**src/rtl/branch_stage.sv**
```systemverilog
// branch_stage
//   Clocked packet branch stage. One 38-bit packet stream arrives over a
//   Send/Ack handshake. Each packet is routed by bit SEL_BIT to the EXTERNAL
//   port (bit = 1) or the INTERNAL port (bit = 0). Each port has its own
//   DEPTH-entry FIFO, so a stalled port only blocks traffic aimed at it.
//
// Parameters
//   SEL_BIT  packet bit that selects the route (default 37)
//   DEPTH    entries per output FIFO, power of two, >= 2 (default 2)
//
// Ports
//   CP             clock, rising edge
//   MR_N           asynchronous active-low master reset
//   Send_in        upstream packet valid
//   PACKET_IN      incoming packet
//   Ack_out        packet accepted this cycle (combinational)
//   Send_out_EX    EXTERNAL FIFO non-empty
//   PACKET_OUT_EX  EXTERNAL FIFO head (0 when empty)
//   Ack_in_EX      EXTERNAL consumer takes the head
//   Send_out_IN    INTERNAL FIFO non-empty
//   PACKET_OUT_IN  INTERNAL FIFO head (0 when empty)
//   Ack_in_IN      INTERNAL consumer takes the head
//   Cnt_EX/Cnt_IN  16-bit push counters, only with BRANCH_STAGE_PKT_CNT_EN
//
// Optional feature macro: BRANCH_STAGE_PKT_CNT_EN
module branch_stage #(
  parameter int SEL_BIT = 37,
  parameter int DEPTH   = 2
) (
  input  logic        CP,
  input  logic        MR_N,
  input  logic        Send_in,
  input  logic [37:0] PACKET_IN,
  output logic        Ack_out,
  output logic        Send_out_EX,
  output logic [37:0] PACKET_OUT_EX,
  input  logic        Ack_in_EX,
  output logic        Send_out_IN,
  output logic [37:0] PACKET_OUT_IN,
  input  logic        Ack_in_IN
`ifdef BRANCH_STAGE_PKT_CNT_EN
  ,
  output logic [15:0] Cnt_EX,
  output logic [15:0] Cnt_IN
`endif
);

  localparam int DATA_W = 38;
  localparam int PTR_W  = $clog2(DEPTH);
  localparam int CNT_W  = PTR_W + 1;
  localparam logic [CNT_W-1:0] FULL_CNT = CNT_W'(DEPTH);
  // Array index per port; matches the value of the routing bit.
  localparam int EX = 1;
  localparam int IN = 0;

  logic [DATA_W-1:0] mem_q [2][DEPTH];
  logic [PTR_W-1:0]  wr_ptr_q [2];
  logic [PTR_W-1:0]  wr_ptr_d [2];
  logic [PTR_W-1:0]  rd_ptr_q [2];
  logic [PTR_W-1:0]  rd_ptr_d [2];
  logic [CNT_W-1:0]  cnt_q [2];
  logic [CNT_W-1:0]  cnt_d [2];
  logic              full [2];
  logic              nempty [2];
  logic              push [2];
  logic              pop [2];
  logic              ack_in [2];
  logic              sel;

  assign ack_in[EX] = Ack_in_EX;
  assign ack_in[IN] = Ack_in_IN;

  // Acceptance looks only at the current count: a full FIFO never accepts,
  // even when it is being popped in the same cycle.
  always_comb begin
    sel = PACKET_IN[SEL_BIT];
    for (int p = 0; p < 2; p++) begin
      full[p]   = (cnt_q[p] == FULL_CNT);
      nempty[p] = (cnt_q[p] != '0);
    end
    Ack_out = sel ? !full[EX] : !full[IN];
  end

  always_comb begin
    for (int p = 0; p < 2; p++) begin
      push[p]     = Send_in && Ack_out && (sel == (p == EX));
      pop[p]      = nempty[p] && ack_in[p];
      wr_ptr_d[p] = wr_ptr_q[p];
      rd_ptr_d[p] = rd_ptr_q[p];
      cnt_d[p]    = cnt_q[p];
      if (push[p]) wr_ptr_d[p] = wr_ptr_q[p] + PTR_W'(1);
      if (pop[p])  rd_ptr_d[p] = rd_ptr_q[p] + PTR_W'(1);
      case ({push[p], pop[p]})
        2'b10:   cnt_d[p] = cnt_q[p] + CNT_W'(1);
        2'b01:   cnt_d[p] = cnt_q[p] - CNT_W'(1);
        default: cnt_d[p] = cnt_q[p];
      endcase
    end
  end

  always_ff @(posedge CP or negedge MR_N) begin
    if (!MR_N) begin
      for (int p = 0; p < 2; p++) begin
        wr_ptr_q[p] <= '0;
        rd_ptr_q[p] <= '0;
        cnt_q[p]    <= '0;
      end
    end else begin
      for (int p = 0; p < 2; p++) begin
        wr_ptr_q[p] <= wr_ptr_d[p];
        rd_ptr_q[p] <= rd_ptr_d[p];
        cnt_q[p]    <= cnt_d[p];
      end
    end
  end

  // Storage carries no reset; the head is masked to 0 whenever the FIFO is
  // empty, which covers the reset-state output value.
  always_ff @(posedge CP) begin
    for (int p = 0; p < 2; p++) begin
      if (push[p]) mem_q[p][wr_ptr_q[p]] <= PACKET_IN;
    end
  end

  assign Send_out_EX   = nempty[EX];
  assign Send_out_IN   = nempty[IN];
  assign PACKET_OUT_EX = nempty[EX] ? mem_q[EX][rd_ptr_q[EX]] : '0;
  assign PACKET_OUT_IN = nempty[IN] ? mem_q[IN][rd_ptr_q[IN]] : '0;

`ifdef BRANCH_STAGE_PKT_CNT_EN
  logic [15:0] cnt_ex_q;
  logic [15:0] cnt_in_q;

  always_ff @(posedge CP or negedge MR_N) begin
    if (!MR_N) begin
      cnt_ex_q <= '0;
      cnt_in_q <= '0;
    end else begin
      if (push[EX]) cnt_ex_q <= cnt_ex_q + 16'd1;
      if (push[IN]) cnt_in_q <= cnt_in_q + 16'd1;
    end
  end

  assign Cnt_EX = cnt_ex_q;
  assign Cnt_IN = cnt_in_q;
`endif

endmodule

```
**config.mk**
```make
export PLATFORM = sky130hd
export DESIGN_NAME = branch_stage
export DESIGN_NICKNAME = d
export VERILOG_FILES = /design/src/rtl/branch_stage.sv
export SDC_FILE = /design/constraint.sdc
export NUM_CORES = 1
export LEC_CHECK = 0
export ABC_AREA = 1
export BUFFER_PORTS_ARGS = -buffer_cell sky130_fd_sc_hd__buf_2
export CORE_MARGIN = 2
export CORE_UTILIZATION = 49
export CTS_CLUSTER_DIAMETER = 120
export DETAILED_ROUTE_END_ITERATION = 16
export GPL_ROUTABILITY_DRIVEN = 0
export PLACE_DENSITY = 0.79
export SLEW_MARGIN = 0
export SYNTH_ARGS = -nofsm -noshare
export SYNTH_HDL_FRONTEND = slang
export SYNTH_SLANG_ARGS = --single-unit
```
**constraint.sdc**
```tcl
create_clock -name CP -period 2.65 [get_ports CP]
set_clock_uncertainty 0.05 [all_clocks]
set_input_delay 0.53 -clock CP [delete_from_list [all_inputs] [get_ports CP]]
set_output_delay 0.53 -clock CP [all_outputs]
set_load 0.005 [all_outputs]
```
==> flow_metrics.py <==
metrics = {
    "timing": {
        "fin_tns_setup_ps": 0,
        "drv_slew": 0,
        "layout_setup_ws_ps": 279,
        "period_share_pct": 89.5,
        "final_hold_viol_count": 0,
        "finalSetupViolCount": 0,
        "fmax_mhz": 422,
        "max-slew-margin-rel_pct": 67.5,
        "rsz0062_at_grt": "no",
        "period_minus_slack_ps": 2370,
        "max_slew.worst_pin.slew_ps": 487,
    },
    "finish": {
        "area_delta_synth_final_pct": 23.5,
        "multi_input_area_um2": 1210,
        "n_antenna_cell": 0,
        "fillers": 912,
        "layout_commonest_cell": "nand2_1",
        "layout.nets": 636,
        "final_cell_mix": "nand2_1 (161), edfxtp_1 (152), buf_2 (121), a21oi_1 (69), clkbuf_16 (17)",
        "regArea_um2": 4770,
        "drive_gt1_share_pct": 31.3,
    },
    "clock_tree": {
        "cts_max_level": 4,
        "cts_max_path_buffers": 2,
        "clock-sinks": 160,
        "post-cts-setup-buffer-count": 0,
        "insertion_delay_ps": 420,
        "cts_tree": "done",
        "cts_hold_buf": 1,
        "root_buffer": "clkbuf_16",
        "cts_resized": 0,
        "cts.reportedPaths.clkPinSlew_ps": 60,
        "cts_buffers": 17,
    },
    "job": {
        "max_cap_viol_count": 0,
    },
    "logic_synthesis": {
        "syn_inst": 459,
        "synth_compound_area_share_pct": 7.18,
        "yosys_register_bits": 160,
        "synthSimpleGateAreaFrac_pct": 10.7,
        "ys_types": 21,
        "synthesis.nets": 504,
        "muxShareOfSynthArea_pct": 0,
        "synth_xor_area_share_pct": 0.854,
        "synth_top_family_by_area": "simple AND/OR/NAND/NOR gates",
        "netlist_area_um2": 6150,
        "avgSynthCellArea_um2": 13.4,
        "ys_seq_area_share_pct": 77.4,
        "synthAdderAreaFrac_pct": 0.407,
        "yosys_warnings": 0,
    },
    "critical_path": {
        "path_class": "flip-flop to output pin",
        "end_kind": "output pin",
        "worstPathArrival_ps": 1790,
        "rrSetupSlack_ps": 890,
        "worstReg2RegStart": "cnt_q[2]$_DFFE_PN0P_",
        "cp-startpoint": "cnt_q[2]$_DFFE_PN0P_",
        "reg2reg_to": "cnt_q[3]$_DFFE_PN0P_",
        "critPathMaxFanout": 14,
        "startpoint_type": "flip-flop",
        "worstPathRequired_ps": 2070,
        "r2r_cells": 6,
        "critPathCapture": "PACKET_OUT_IN[33]",
    },
    "global_routing": {
        "grt_use_total_pct": 20.2,
        "antenna_found_initial": 0,
        "overflow": 0,
        "grt_pass1_vias": 3810,
        "grt_max_degree": 40,
        "grt_pass1_wl_mm": 19.6,
    },
    "die": {
        "start_util_pct": 50.8,
        "rows": 40,
        "die_h_um": 116,
        "core_um2": 12100,
        "dieArea_um2": 13500,
        "ios": 122,
        "die_w_um": 116,
    },
    "power": {
        "power_density_nw_per_um2": 1120,
        "leakagePower_nw": 2.98,
        "ir_drop_mv": 0.661,
    },
    "drt": {
        "detail_route.wl_per_cell_um": 16.6,
        "ant_nets": 0,
        "vias_per_cell": 4.98,
        "finalWirelength_mm": 12.8,
        "drc": 0,
        "drtPass1Iterations": 4,
        "dr_total_vias": 3842,
        "dr.first_iter.drc_count": 267,
    },
    "worst_hold_path": {
        "min_path_type": "primary input to flip-flop",
        "min_from": "PACKET_IN[17]",
    },
    "outcome": {
        "status": "completed",
    },
    "placed_design": {
        "pre_cts_ws_ps": 645,
        "detailed_place_hpwl_mm": 8.46,
        "port_buffers": 121,
    },
}
[final cells by class]
cell class	count	area share, %
sequential	160	62.7
multi-input combinational	260	15.9
tap	168	2.77
inverter	15	0.741
clock buffer	18	5.65
timing repair buffer	137	10.1
clock inverter	13	2.14
[state kept, by name (all words and copies together), names as in the netlist]
signal,flops
wr_ptr_q,2
rd_ptr_q,2
mem_q,152
cnt_q,4
[routing by layer]
layer	track usage, %	up-vias	part of all wire, %	wire, um
met4	8.81	0	1.8	225
met1	24.1	1822	40	5110
met2	33.4	142	50	6450
li1	-	1861	-	-
met5	0	-	0	0
met3	7.27	17	7.8	994
[report_power, final]
group | internal (mW) | switching (mW) | leakage, nW
registers | 3.16 | 0.130 | 1.48
logic | 1.04 | 1.73 | 1.22
clock network | 1.48 | 0.938 | 0.280
total | 5.68 | 2.80 | 2.98
[Yosys cell counts, drive strengths merged]
| cell type | count | area share, % |
|---|---|---|
| xnor2 | 3 | 0.43 |
| clkbuf | 5 | 0.31 |
| ha | 2 | 0.41 |
| nor2 | 7 | 0.51 |
| or2 | 2 | 0.20 |
| o21ai | 1 | 0.081 |
| nand3 | 1 | 0.081 |
| nand4 | 1 | 0.10 |
| a21oi | 78 | 6.9 |
| edfxtp | 152 | 74 |
| xor2 | 3 | 0.43 |
| dfrtp | 8 | 3.3 |
| inv | 15 | 0.91 |
| o211ai | 1 | 0.20 |
| nand2 | 161 | 9.8 |
| buf | 19 | 2.2 |
[worst min path at each step]
stage,to,slack [ps],cells past startpoint
final,mem_q[0][93]$_DFFE_PP_,280,1
after global routing,mem_q[0][14]$_DFFE_PP_,270,1
after CTS,mem_q[0][17]$_DFFE_PP_,260,1
after detailed placement,wr_ptr_q[1]$_DFFE_PN0P_,340,1
after global placement,wr_ptr_q[0]$_DFFE_PN0N_,340,1
after floorplan,cnt_q[0]$_DFFE_PN0P_,180,0
[kinds of logic (layout without fill, tap and decap cells)]
| kind of cell | Yosys count | count (layout) |
|---|---|---|
| AO/OA/AOI/OAI | 80 | 80 |
| XOR/XNOR | 6 | 6 |
| buffers and inverters | 39 | 183 |
| adder cells (fa/ha/maj) | 2 | 2 |
| AND/OR/NAND/NOR | 172 | 172 |
| flip-flops | 160 | 160 |
[critical path, cell delays in order, from the launching register on]
cell	delay, ps
dfrtp_1	470
nor2_4	360
buf_4	310
a21oi_1	90
buf_2	140
[per-stage QoR]
stage	total power, mW	instance area [um2]	utilization, %	cells	hold slack, ps
floorplan	4.92	6160	-	459	184
global placement	6.06	7000	57.8	739	338
detailed placement	6.15	7000	57.8	739	345
CTS	8.57	7600	62.7	771	261
global route	8.96	7600	62.7	771	268
finish	8.48	7600	62.7	771	278
Note: power is estimated with default switching activity, not from simulation.
